File: src/rtl/msdap_ctrl.sv
// msdap_ctrl: sequencing controller for the MSDAP front end.
// Zeroes the data buffer, loads Rj and coefficient words, then writes incoming
// samples into a circular data buffer and fires the filter once per word.
// Optional feature: define MSDAP_SLEEP_EN to enable the SLEEPING state, which
// is entered on a long run of silence and left on the first nonzero word.
module msdap_ctrl #(
  parameter int RJ_N   = 16,
  parameter int COEF_N = 512,
  parameter int DATA_N = 256
) (
  input  logic                      SCLK,
  input  logic                      rst_n,
  input  logic                      frame_pulse,
  input  logic                      sample_is_zero,
  input  logic                      clear_req,
  input  logic                      all_zeros,
  output logic [2:0]                state,
  output logic                      rj_we,
  output logic                      coef_we,
  output logic                      data_we,
  output logic [$clog2(RJ_N)-1:0]   rj_addr,
  output logic [$clog2(COEF_N)-1:0] coef_addr,
  output logic [$clog2(DATA_N)-1:0] data_addr,
  output logic                      data_zero,
  output logic                      in_ready,
  output logic                      det_clear,
  output logic                      compute_start
);

  localparam int RJ_W = $clog2(RJ_N);
  localparam int CF_W = $clog2(COEF_N);
  localparam int DT_W = $clog2(DATA_N);
  localparam logic [RJ_W-1:0] RJ_LAST   = RJ_W'(RJ_N - 1);
  localparam logic [CF_W-1:0] COEF_LAST = CF_W'(COEF_N - 1);
  localparam logic [DT_W-1:0] DATA_LAST = DT_W'(DATA_N - 1);

  typedef enum logic [2:0] {
    S_INIT       = 3'd0,
    S_READ_RJ    = 3'd1,
    S_READ_COEF  = 3'd2,
    S_WAIT_INPUT = 3'd3,
    S_WORKING    = 3'd4,
    S_CLEARING   = 3'd5,
    S_SLEEPING   = 3'd6
  } state_e;

  state_e          state_q;
  logic [RJ_W-1:0] rj_addr_q;
  logic [CF_W-1:0] coef_addr_q;
  logic [DT_W-1:0] data_addr_q;
  logic            rj_we_q, coef_we_q, data_we_q, data_zero_q;
  logic            in_ready_q, det_clear_q, compute_start_q, cs_pend_q;

  // Address after the write currently on the bus (wraps at the memory depth).
  logic [RJ_W-1:0] rj_nxt, rj_idx;
  logic [CF_W-1:0] coef_nxt, coef_idx;
  logic [DT_W-1:0] data_nxt;
  logic            accept_clr;

  assign rj_nxt   = (rj_addr_q == RJ_LAST) ? '0 : rj_addr_q + 1'b1;
  assign coef_nxt = (coef_addr_q == COEF_LAST) ? '0 : coef_addr_q + 1'b1;
  assign data_nxt = (data_addr_q == DATA_LAST) ? '0 : data_addr_q + 1'b1;
  // Slot the word accepted this cycle lands in; covers back-to-back pulses
  // where the previous write's increment has not landed yet.
  assign rj_idx   = rj_we_q ? rj_nxt : rj_addr_q;
  assign coef_idx = coef_we_q ? coef_nxt : coef_addr_q;

  // Clear is honoured only once the block is running on live samples.
  assign accept_clr = clear_req && (state_q == S_WAIT_INPUT || state_q == S_WORKING ||
                                    state_q == S_SLEEPING);

`ifndef MSDAP_SLEEP_EN
  logic unused_ok;
  assign unused_ok = &{1'b0, all_zeros, sample_is_zero};
`endif

  // Controller FSM; every output is a register updated here.
  always_ff @(posedge SCLK or negedge rst_n) begin
    if (!rst_n) begin
      state_q         <= S_INIT;
      rj_addr_q       <= '0;
      coef_addr_q     <= '0;
      data_addr_q     <= '0;
      rj_we_q         <= 1'b0;
      coef_we_q       <= 1'b0;
      data_we_q       <= 1'b0;
      data_zero_q     <= 1'b0;
      in_ready_q      <= 1'b0;
      det_clear_q     <= 1'b0;
      compute_start_q <= 1'b0;
      cs_pend_q       <= 1'b0;
    end else begin
      rj_we_q         <= 1'b0;
      coef_we_q       <= 1'b0;
      data_we_q       <= 1'b0;
      det_clear_q     <= 1'b0;
      cs_pend_q       <= 1'b0;
      compute_start_q <= cs_pend_q;
      if (rj_we_q)   rj_addr_q   <= rj_nxt;
      if (coef_we_q) coef_addr_q <= coef_nxt;
      if (data_we_q) data_addr_q <= data_nxt;

      if (accept_clr) begin
        // The word arriving with the clear is dropped; sweep restarts at 0.
        state_q     <= S_CLEARING;
        det_clear_q <= 1'b1;
        in_ready_q  <= 1'b0;
        data_addr_q <= '0;
      end else begin
        case (state_q)
          S_INIT, S_CLEARING: begin
            data_we_q   <= 1'b1;
            data_zero_q <= 1'b1;
            if (data_we_q && data_addr_q == DATA_LAST) begin
              data_we_q   <= 1'b0;
              data_zero_q <= 1'b0;
              data_addr_q <= '0;
              in_ready_q  <= 1'b1;
              state_q     <= (state_q == S_INIT) ? S_READ_RJ : S_WAIT_INPUT;
            end
          end
          S_READ_RJ: if (frame_pulse) begin
            rj_we_q <= 1'b1;
            if (rj_idx == RJ_LAST) state_q <= S_READ_COEF;
          end
          S_READ_COEF: if (frame_pulse) begin
            coef_we_q <= 1'b1;
            if (coef_idx == COEF_LAST) state_q <= S_WAIT_INPUT;
          end
          S_WAIT_INPUT, S_WORKING: begin
            if (frame_pulse) begin
              data_we_q <= 1'b1;
              cs_pend_q <= 1'b1;
              state_q   <= S_WORKING;
            end
`ifdef MSDAP_SLEEP_EN
            if (state_q == S_WORKING && all_zeros) state_q <= S_SLEEPING;
`endif
          end
`ifdef MSDAP_SLEEP_EN
          // Keep filling the buffer while asleep; a nonzero word wakes the filter.
          S_SLEEPING: if (frame_pulse) begin
            data_we_q <= 1'b1;
            if (!sample_is_zero) begin
              state_q     <= S_WORKING;
              cs_pend_q   <= 1'b1;
              det_clear_q <= 1'b1;
            end
          end
`endif
          default: ;
        endcase
      end
    end
  end

  assign state         = state_q;
  assign rj_we         = rj_we_q;
  assign coef_we       = coef_we_q;
  assign data_we       = data_we_q;
  assign rj_addr       = rj_addr_q;
  assign coef_addr     = coef_addr_q;
  assign data_addr     = data_addr_q;
  assign data_zero     = data_zero_q;
  assign in_ready      = in_ready_q;
  assign det_clear     = det_clear_q;
  assign compute_start = compute_start_q;

endmodule

File: config.mk
export PLATFORM = sky130hd
export DESIGN_NAME = msdap_ctrl
export DESIGN_NICKNAME = d
export VERILOG_FILES = /design/src/rtl/msdap_ctrl.sv
export SDC_FILE = /design/constraint.sdc
export NUM_CORES = 1
export LEC_CHECK = 0
export ABC_AREA = 1
export BUFFER_PORTS_ARGS = -buffer_cell sky130_fd_sc_hd__buf_4
export CORE_ASPECT_RATIO = 1.2
export CORE_MARGIN = 5
export CORE_UTILIZATION = 40
export DETAILED_ROUTE_END_ITERATION = 7
export HOLD_SLACK_MARGIN = 0.12
export PLACE_DENSITY = 0.65
export SLEW_MARGIN = 20
export SYNTH_ARGS = -nofsm -noshare
export SYNTH_HDL_FRONTEND = slang
export SYNTH_SLANG_ARGS = --single-unit
File: constraint.sdc
create_clock -name SCLK -period 5.4 [get_ports SCLK]
set_input_delay 0.54 -clock SCLK [delete_from_list [all_inputs] [get_ports SCLK]]
set_output_delay 0.54 -clock SCLK [all_outputs]
set_load 0.05 [all_outputs]
## Yosys cells after proc, flatten, opt, wreduce, memory -nomap -nowiden

Index checks and enable logic that the tools add are counted.

| word-level totals | value |
|---|---|
| logic and storage cells | 78 |
| register bits after elaboration | 32 |

| operators by class | value |
|---|---|
| $add $sub $neg | 3 |
| bitwise logic cells | 1 |
| equality and inequality tests | 17 |
| reductions and logical operators | 13 |
| muxes and demuxes | 32 |

Operators with widths:

| cell | count |
|---|---|
| $mux W8 | 5 |
| $mux W3 | 7 |
| $eq A9 B9 Y1 const B | 2 |
| $mux W9 | 2 |
| $ne A3 B3 Y1 const B | 6 |
| $mux W1 | 13 |
| $pmux W3 S4 | 1 |
| $add A9 B1 Y9 const B | 1 |
| $eq A3 B3 Y1 const B | 3 |
| $add A8 B1 Y8 const B | 1 |
| $eq A4 B4 Y1 const B | 2 |
| $eq A8 B8 Y1 const B | 1 |
| $mux W4 | 2 |
| $reduce_and A7 Y1 | 1 |
| $eq A3 B2 Y1 const B | 2 |
| $reduce_bool A5 Y1 | 1 |
| $add A4 B1 Y4 const B | 1 |
| $reduce_and A2 Y1 | 2 |
| $reduce_bool A2 Y1 | 2 |
| $reduce_or A2 Y1 | 2 |
| $eq A3 B1 Y1 const B | 1 |
| $logic_not A3 Y1 | 1 |
| $logic_and A1 B1 Y1 | 2 |
| $logic_or A1 B1 Y1 | 2 |
| 3 further kinds | 3 |

## Logic depth before layout (Yosys ltp)

Gate-level depths: netlist of run 1.

| logic depth | value |
|---|---|
| depth in word-level cells | 8 |
| mapped depth | 16 |
| gate-level depth less buffers | 16 |

## Least setup slack after synthesis of run 1

OpenSTA, ideal clock, no wires.

| timing path | value |
|---|---|
| kind | register to register |
| start | register coef_addr_q[0], in the netlist coef_addr[0] |
| end | register state_q[0], in the netlist state[0] |
| slack | 3207 ps |
| clock period less this slack | 2193 ps |
| data required time | 5280 ps |
| arrival time | 2073 ps |
| path buffers | 0 |
| stages on the path, launching flop included | 16 |
| cells stage by stage | dfrtp_1 ha_1 nand4_1 nor2_1 ha_1 inv_1 nand2_1 o21ai_1 nor2_1 nand3_1 nor2_1 nand3_2 nand2_4 nand3_2 nand2_1 nand2_1 |

| between the ends | value |
|---|---|
| word-level cells in the longest chain between the ends | 6 |

RTL lines:

| element | line | text |
|---|---|---|
| start, declared | 49 | `logic [CF_W-1:0] coef_addr_q;` |
| start signal, assigned | 100 | `if (coef_we_q) coef_addr_q <= coef_nxt;` |
| $add A9 B1 Y9 / $eq A9 B9 Y1 (equally long branches) | 61 | `assign coef_nxt = (coef_addr_q == COEF_LAST) ? '0 : coef_addr_q + 1'b1;` |
| $mux W9 | 61 |  |
| $mux W9 (*) | - |  |
| $eq A9 B9 Y1 (*) | 128 | `if (coef_idx == COEF_LAST) state_q <= S_WAIT_INPUT;` |
| $ne A3 B3 Y1 (no line) (*) | - |  |
| $reduce_and A7 Y1 (no line) (*) | - |  |
| end signal, assigned | 119 | `state_q <= (state_q == S_INIT) ? S_READ_RJ : S_WAIT_INPUT;` |
| end, declared | 47 | `state_e state_q;` |

Every way passes the cells marked *; elsewhere a longest branch is shown, timed or not.
A chain may end at the register's enable or synchronous reset.

## Worst setup path after layout of run 1

| timing path | value |
|---|---|
| start | register coef_addr_q[0], in the netlist coef_addr[0] |
| end | register state_q[1], in the netlist state[1] |

The elaborated chain is that of the path after synthesis.

==> results of run 1 <==
worst max-delay path, delay by kind of cell, from the launching register on:
kind            cells  cell delay, ns
compound gates      1            0.08
simple gates       11            0.92
flops               1            0.43
fa+ha+maj           2            0.52
buf+inv             1            0.03
kinds of logic after synthesis:
group | after synthesis
simple gates | 111
buf+inv | 32
flops | 32
compound gates | 17
xor+xnor | 8
fa+ha+maj | 4
mux | 1
sequential cells by signal, indices dropped and copies added, names as in the netlist, 3 cells and up:
name	flops
coef_addr	9
data_addr	8
rj_addr	4
state	3
metrics by stage:
stage	setup slack (ns)	total power, uW	instance area, sq um
CTS	3.27	488	2150
global route	3.10	502	2150
global placement	3.29	263	2040
finish	3.30	480	2150
detailed placement	3.29	263	2040
floorplan	3.21	254	1770
cells in the final DEF (no fill, tap or decap), drive strengths merged, types with 2 or more instances in the layout:
cell type / n
nand2: 56
buf: 34
dfrtp: 32
inv: 28
nor2: 28
nand3: 12
o21ai: 10
nand4: 7
clkbuf: 6
xor2: 5
a21oi: 5
nor3: 4
ha: 4
xnor2: 3
nor4: 2
layer usage:
metal  part of all wire  wire length, um
met1               0.44             1480
met2               0.49             1650
met3              0.054              181
met4              0.020               66
met5                  0                0
worst max path at each step:
| stage | startpoint | to | cells after the start |
|---|---|---|---|
| final | coef_addr[0]$_DFF_PN0_ | state[1]$_DFFE_PN0P_ | 15 |
| after global routing | coef_addr[0]$_DFF_PN0_ | state[2]$_DFFE_PN0P_ | 15 |
| after CTS | coef_addr[0]$_DFF_PN0_ | state[1]$_DFFE_PN0P_ | 15 |
| after detailed placement | coef_addr[0]$_DFF_PN0_ | state[1]$_DFFE_PN0P_ | 15 |
| after global placement | coef_addr[0]$_DFF_PN0_ | state[1]$_DFFE_PN0P_ | 15 |
| after floorplan | coef_addr[0]$_DFF_PN0_ | state[0]$_DFFE_PN0P_ | 15 |
final cells by class:
type,instances,area [sq um]
inverter,28,108
multi-input combinational,141,811
sequential,32,801
timing repair buffer,34,255
clock buffer,6,72.6
tap,56,70.1
fill,436,2110
clock inverter,2,35.0
power breakdown:
part           internal [uW]  leakage (uW)  total (uW)  switching, uW
Clock                    137     0.0000552         222           84.9
Combinational           4.47      0.000618        15.8           11.4
Sequential               241      0.000417         242           1.34
Total                    382       0.00109         480           97.6
==> out/metrics.cfg, run 1 <==
[run_status]
status=finished clean

[setup_path]
r2r_slack_ns=3.30
crit_fanout=4
critical_path_class=register to register
worst-endpoint-arrival_ns=2.27
crit_chain=ha_1, nand4_1, nor2_1, ha_1, inv_1, nand2_1, o21ai_1, nor2_1, nand3_1, nor2_1, nand3_2, nand2_4, nand3_2, nand2_1, nand2_1
r2r-start=coef_addr[0]$_DFF_PN0_
cp_slowest_cell=dfrtp_1
worstPathRequired_ns=5.57
reg2reg_depth=15
end_kind=register
cp-start-kind=register
worst_r2r_endpoint=state[1]$_DFFE_PN0P_
cpPeakStageDelay_ns=0.43

[synth]
synth-compound-area-share=0.0635
syn_area_per_cell_sq_um=8.65
synthTopCellsByCount=46 x nand2_1, 32 x dfrtp_1, 22 x inv_1, 22 x nor2_1, 9 x nand3_1
synth_flop_cell=dfrtp_1
yosysMostFrequentCell=nand2_1
synthesis.area_sq_um=1770
synthXorXnorAreaFrac=0.0395
ys_types=32
yosys.area_share.simple=0.320
yosys_register_bits=32
synth-edff-count=0
async_flop_share=1.00
yosysSeqAreaShare=0.452
syn_inst=205
synthTopCellsByArea=dfrtp_1 45%, nand2_1 9.7%, inv_1 4.7%
synth_top_area_cell=dfrtp_1
synth_mux_area_frac=0.00635
synth_top_area_share=0.452
synth_fp_nets=215
yosys_warnings=0
synth_top_family_by_area=simple AND/OR/NAND/NOR gates
yosys.area_share.adder=0.0282

[grt]
grtUsageTotal=0.129
grt_antenna_before_repair=0
grt_max_degree=33
grtUsageMet2=0.219
gr-max-usage-layer=met2
grt_pass1_vias=1422
grt_pass1_wl_um=6160
grt.overflow.total=0
grtUsageMet3=0.0411
met1_usage=0.150

[place]
dp_cells=291
portBuffers=34
hpwlAfterDp_um=2600
routabilityCongestion=0.795

[sta]
max_freq_ghz=0.476
setup_viol=0
worstMarginPinSlew_ns=0.608
skew_ns=0.0111
setup_tns_ns=0
slew_viol_final=0
hold_ws_ns=0.170
hold_viol=0
slew_headroom=0.595
fin_crit_sh=0.389
fin_crit_ns=2.10
grt_setup_unrepaired=no

[clocking]
ctsResizeCount=0
cts.path.max_buffers=2
clkLatencyLatePin_ns=0.29
hold_buffers=0
clkTransAtPathRegs_ns=0.07
cts_tree=yes
numCtsBuffers=5
clkSinkCount=32
ctsRootBufferMaster=clkbuf_8
cts_max_level=2
cts_setup_buffers=0

[final_layout]
area_growth_pct=21.4
nNetsFinal=252
diodes=0
drive_gt1_frac=0.300
final_cells=299
fin_util=0.505

[drt]
drtPass1Iterations=4
wl_per_cell_um=11.3
ant_nets=0
drtIter0Drc=31
drcViolationCount=0
num_vias=1409
drt_wl_total_um=3370
vias_per_cell=4.71

[floorplanning]
core_area_sq_um=4260
initial_core_util=0.416
die_area_sq_um=5870
chipHeight_um=82.9
chipWidth_um=70.8
num_rows=26
ios=37

[min_path]
hold_class=primary input to asynchronous set/reset pin

[pwr]
p_per_area_nw_per_um2=223
ir_drop_mv=0.141
p_leak_uw=0.00109

[job]
drv_cap=0

(Power assumes the default switching activity.)
==> inputs of run 2 (changes only) <==
Settings changed: PLACE_DENSITY 0.65 to 0.68.
Clock period 5.4 ns to 1.77 ns, I/O delays scaled along.
==> run 2 against run 1 <==
- the flow now finishes with violations (setup timing)
- sequential power rose to 3.1 times the previous value
- fmax up 8.9%
- total power grew to 3.1 times the previous value
- combinational power rose to 3.7 times the previous value
- worst hold slack worse by 0.0036 ns
- count of clock-buffer cells in the layout down 1
- first-iteration DRC count rose by 130%
- largest cell class unchanged
==> out/metrics.cfg, run 2 (synthesis results as in run 1) <==
[final_layout]
mostFrequentLayoutCells=56 x buf_4, 46 x nand2_1, 28 x dfrtp_1, 22 x inv_1, 22 x nor2_1
nFillCells=411
seqCellArea_sq_um=806
diodes=0
largest_register_ffs=9
final_cells=323
multiInputGateArea_sq_um=835
area_growth_pct=34.2
nNetsFinal=276
layout_commonest_cell=buf_4
drive_gt1_frac=0.386

[job]
drv_cap=0

[sta]
grt_setup_unrepaired=yes
worstMarginPinSlew_ns=0.466
fin_crit_sh=1.09
skew_ns=0.00681
setup_tns_ns=-0.478
max_freq_ghz=0.518
timing.final.ws_setup_ns=-0.160
setup_viol=3
hold_viol=0
slew_headroom=0.690
slew_viol_final=0
fin_crit_ns=1.93

[drt]
drtPass1Iterations=4
drtIter0Drc=71
wl_per_cell_um=11.3
num_vias=1509
drt_wl_total_um=3640
drcViolationCount=0
vias_per_cell=4.67
ant_nets=0

[pwr]
ir_drop_mv=0.449
p_leak_uw=0.00121
p_per_area_nw_per_um2=623

[setup_path]
reg2reg_depth=15
worstPathRequired_ns=1.94
end_kind=register
crit_fanout=4
worst_r2r_endpoint=state[2]$_DFFE_PN0P_
critical_path_class=register to register
worst-endpoint-arrival_ns=2.10
cp-start-kind=register
timing.critical_path.to=state[2]$_DFFE_PN0P_
cp-startpoint=coef_addr[1]$_DFF_PN0_
r2r-start=coef_addr[1]$_DFF_PN0_
r2r_slack_ns=-0.16

[clocking]
cts.path.max_buffers=2
cts_tree=yes
cts_max_level=2
clkTransAtPathRegs_ns=0.07
numCtsBuffers=5
clkLatencyLatePin_ns=0.28
clkSinkCount=32
ctsRootBufferMaster=clkbuf_8

[floorplanning]
core_area_sq_um=4260
initial_core_util=0.416
die_area_sq_um=5870
chipWidth_um=70.8
num_rows=26
ios=37
chipHeight_um=82.9

[grt]
grt.overflow.total=0
grt_max_degree=33
grtUsageTotal=0.129
grt_antenna_before_repair=0
grt_pass1_wl_um=6310
grt_pass1_vias=1507

[run_status]
status=finished, violations left
failed_checks=setup timing

[min_path]
hold_class=primary input to register

[place]
hpwlAfterDp_um=2830
dp_cells=311
portBuffers=34
routabilityCongestion=0.820

## run 2: through the flow
step                      setup WS (ns)  hold slack [ns]  cell area, sq um  utilization  total power (uW)
after floorplan                  -0.221           -0.119              1790            -               775
after global placement           -0.133            0.139              2220        0.522               808
after detailed placement         -0.191            0.140              2220        0.522               808
after CTS                        -0.178            0.162              2360        0.553              1500
after global routing             -0.325            0.185              2380        0.558              1540
final                            -0.160            0.167              2380        0.558              1480
## run 2: what timing repair did
item | in CTS | in global routing
resized for setup | 1 | 1
pin swaps | 1 | 0
hold buffers | 1 | 0
endpoints found under the setup margin | 3 | 3
buffers inserted | 1 | 2
hold endpoints to repair | 32 | 0
## run 2: cell type report
cell class	instances	area share
Inverter	28	0.0452
Clock inverter	3	0.0179
Clock buffer	5	0.0289
Timing Repair Buffer	58	0.189
Multi-Input combinational cell	141	0.351
Tap cell	56	0.0294
Sequential cell	32	0.339
## run 2: worst min-delay path by stage
| stage | to | depth (start not counted) | from |
|---|---|---|---|
| 2_1_floorplan | coef_addr[0]$_DFF_PN0_ | 0 | rst_n |
| 3_5_place_dp | data_zero$_DFFE_PN0P_ | 1 | rst_n |
| 3_3_place_gp | data_zero$_DFFE_PN0P_ | 1 | rst_n |
| 6_report | rj_we$_DFF_PN0_ | 3 | frame_pulse |
| 4_1_cts | coef_we$_DFF_PN0_ | 3 | frame_pulse |
| 5_1_grt | rj_we$_DFF_PN0_ | 3 | frame_pulse |
## run 2: metal layers
layer | vias up | wire length [um] | track usage
li1 | 771 | - | -
met3 | 5 | 202 | 0.0266
met1 | 701 | 1500 | 0.141
met5 | - | 0 | 0
met4 | 0 | 34 | 0.0410
met2 | 32 | 1910 | 0.241
## run 2: worst max-delay path, stage by stage, from the launching register on
cell and delay [ns]:
dfrtp_2 0.43, ha_4 0.17, nand4_1 0.08, nor2_1 0.05, ha_1 0.26, inv_1 0.03
nand2_1 0.07, o21ai_2 0.07, nor2_1 0.10, nand3_1 0.08, nor2_1 0.11, nand3_2 0.09
nand2_4 0.09, nand3_4 0.07, nand2_1 0.07, nand2_1 0.05
## run 2: power by group
part / internal (uW) / total (uW) / switching, uW
combinational: 21.1 / 58.8 / 37.7
clock: 416 / 685 / 268
sequential: 735 / 739 / 4.07
==> inputs of run 3 (changes only) <==
Settings changed: SETUP_SLACK_MARGIN from default to 0.02.
==> run 3 against run 2 <==
- the run still ends with setup timing left
- design area increased by 0.42%
- largest cell class unchanged
- global-route usage up 0.94 points
- critical endpoint is now state[1]$_DFFE_PN0P_
- wire length is 1.9% higher
- final cell count down 0.31%
- clock skew grew 0.0017 ns
==> out/metrics.cfg, run 3 (synthesis results as in run 1) <==
[floorplanning]
core_area_sq_um=4260
initial_core_util=0.416
chipHeight_um=82.9
ios=37
die_area_sq_um=5870
num_rows=26
chipWidth_um=70.8

[clocking]
clkLatencyLatePin_ns=0.28
ctsRootBufferMaster=clkbuf_8
numCtsBuffers=5
clkSinkCount=32
cts_tree=yes
cts.path.max_buffers=2
cts_max_level=2
clkTransAtPathRegs_ns=0.07

[drt]
ant_nets=0
num_vias=1506
drt_wl_total_um=3710
drcViolationCount=0
drtPass1Iterations=4
drtIter0Drc=26
vias_per_cell=4.68
wl_per_cell_um=11.5

[setup_path]
cp-start-kind=register
worst_r2r_endpoint=state[1]$_DFFE_PN0P_
r2r-start=coef_addr[1]$_DFF_PN0_
worstPathRequired_ns=1.94
reg2reg_depth=15
worst-endpoint-arrival_ns=2.09
critical_path_class=register to register
crit_fanout=4
r2r_slack_ns=-0.15
end_kind=register

[place]
portBuffers=34
routabilityCongestion=0.806
hpwlAfterDp_um=2830
placed_area_sq_um=2220

[sta]
setup_tns_ns=-0.433
slew_headroom=0.682
hold_viol=0
setup_viol=3
skew_ns=0.00847
fin_crit_ns=1.92
max_freq_ghz=0.520
grt_setup_unrepaired=yes
timing.final.ws_setup_ns=-0.152
fin_crit_sh=1.09
worstMarginPinSlew_ns=0.477
slew_viol_final=0

[run_status]
failed_checks=setup timing
status=finished, violations left

[pwr]
power.switching_uw=318
pwr-share-seq=0.495
power_frac_clock=0.464
swShare=0.213
pwr-share-comb=0.041
p_leak_uw=0.00121
p_per_area_nw_per_um2=625
ir_drop_mv=0.424
p_int_uw=1180

[final_layout]
layout_commonest_cell=buf_4
nFillCells=398
drive_gt1_frac=0.410
nNetsFinal=275
design_area_sq_um=2390
area_growth_pct=34.8
diodes=0
mostFrequentLayoutCells=53 x buf_4, 42 x nand2_1, 27 x dfrtp_1, 21 x nor2_1, 20 x inv_1
largest_register_ffs=9

[min_path]
hold_class=primary input to register
whs_path_depth=3
hold_end=coef_we$_DFF_PN0_
hold_start=frame_pulse

[grt]
grt_pass1_vias=1535
grt_max_degree=33
grtUsageTotal=0.138
grt_pass1_wl_um=6640
grt_antenna_before_repair=0
grt.overflow.total=0

[job]
drv_cap=0

run 3: cell types whose count changed in the layout (fill, tap and decap cells not counted):
cell and delta:
buf_4 -3, buf_6 +2, clkbuf_1 +1, clkinvlp_4 -1, dfrtp_1 -1, dfrtp_2 +1, inv_1 -2, inv_2 +2
nand2_1 -4, nand2_2 +4, nor2_1 -1, nor2_2 +1
run 3: worst max path at each step:
stage	start	end
floorplan	coef_addr[0]$_DFF_PN0_	state[0]$_DFFE_PN0P_
global placement	coef_addr[1]$_DFF_PN0_	state[2]$_DFFE_PN0P_
detailed placement	coef_addr[1]$_DFF_PN0_	state[1]$_DFFE_PN0P_
CTS	coef_addr[0]$_DFF_PN0_	state[1]$_DFFE_PN0P_
global route	coef_addr[0]$_DFF_PN0_	state[1]$_DFFE_PN0P_
finish	coef_addr[1]$_DFF_PN0_	state[1]$_DFFE_PN0P_
run 3: worst max-delay path: stages (launching register included):
cell and delay (ns):
dfrtp_2 0.42, ha_4 0.17, nand4_1 0.06, nor2_1 0.05
ha_1 0.28, inv_2 0.04, nand2_2 0.05, o21ai_2 0.07
nor2_1 0.09, nand3_1 0.09, nor2_2 0.13, nand3_2 0.09
nand2_4 0.09, nand3_4 0.08, nand2_2 0.08, nand2_2 0.04
run 3: metal layers:
layer | up-vias | global-route usage | wire (um)
met2 | 32 | 0.241 | 1910
met5 | - | 0 | 0
met4 | 0 | 0.0564 | 58
met3 | 6 | 0.0266 | 167
met1 | 694 | 0.163 | 1580
li1 | 774 | - | -
run 3: timing repair:
item                                   CTS  global route
setup endpoints to repair                3             4
setup buffers                            5             1
hold buffers                             1             0
endpoints found under the hold margin   32             0
pin swaps                                9             7
resized for setup                        8             5
run 3: cell type report:
class | instances | area, sq um | share of cell area
clock buffers | 6 | 72.6 | 0.0304
clock inverters | 2 | 35.0 | 0.0147
inverters | 28 | 108 | 0.0450
multi-input cells | 141 | 847 | 0.354
flip-flops and latches | 32 | 807 | 0.338
well taps | 56 | 70.1 | 0.0293
repair buffers | 57 | 450 | 0.188
run 3: through the flow:
| step | setup WS [ns] | util | instances | total power (uW) | hold WS, ns |
|---|---|---|---|---|---|
| floorplan | -0.221 | - | 205 | 775 | -0.119 |
| global placement | -0.119 | 0.521 | 310 | 808 | 0.138 |
| detailed placement | -0.181 | 0.521 | 310 | 808 | 0.140 |
| CTS | -0.163 | 0.564 | 324 | 1520 | 0.157 |
| global route | -0.304 | 0.561 | 322 | 1550 | 0.185 |
| finish | -0.152 | 0.561 | 322 | 1490 | 0.166 |
run 3: power by group through the flow:
stage	registers [uW]	clock network (uW)	logic [uW]
detailed placement	753	0	55.6
global placement	753	0	55.1
global route	739	741	68.7
finish	739	693	61.7
floorplan	765	0	9.47
CTS	739	708	68.1
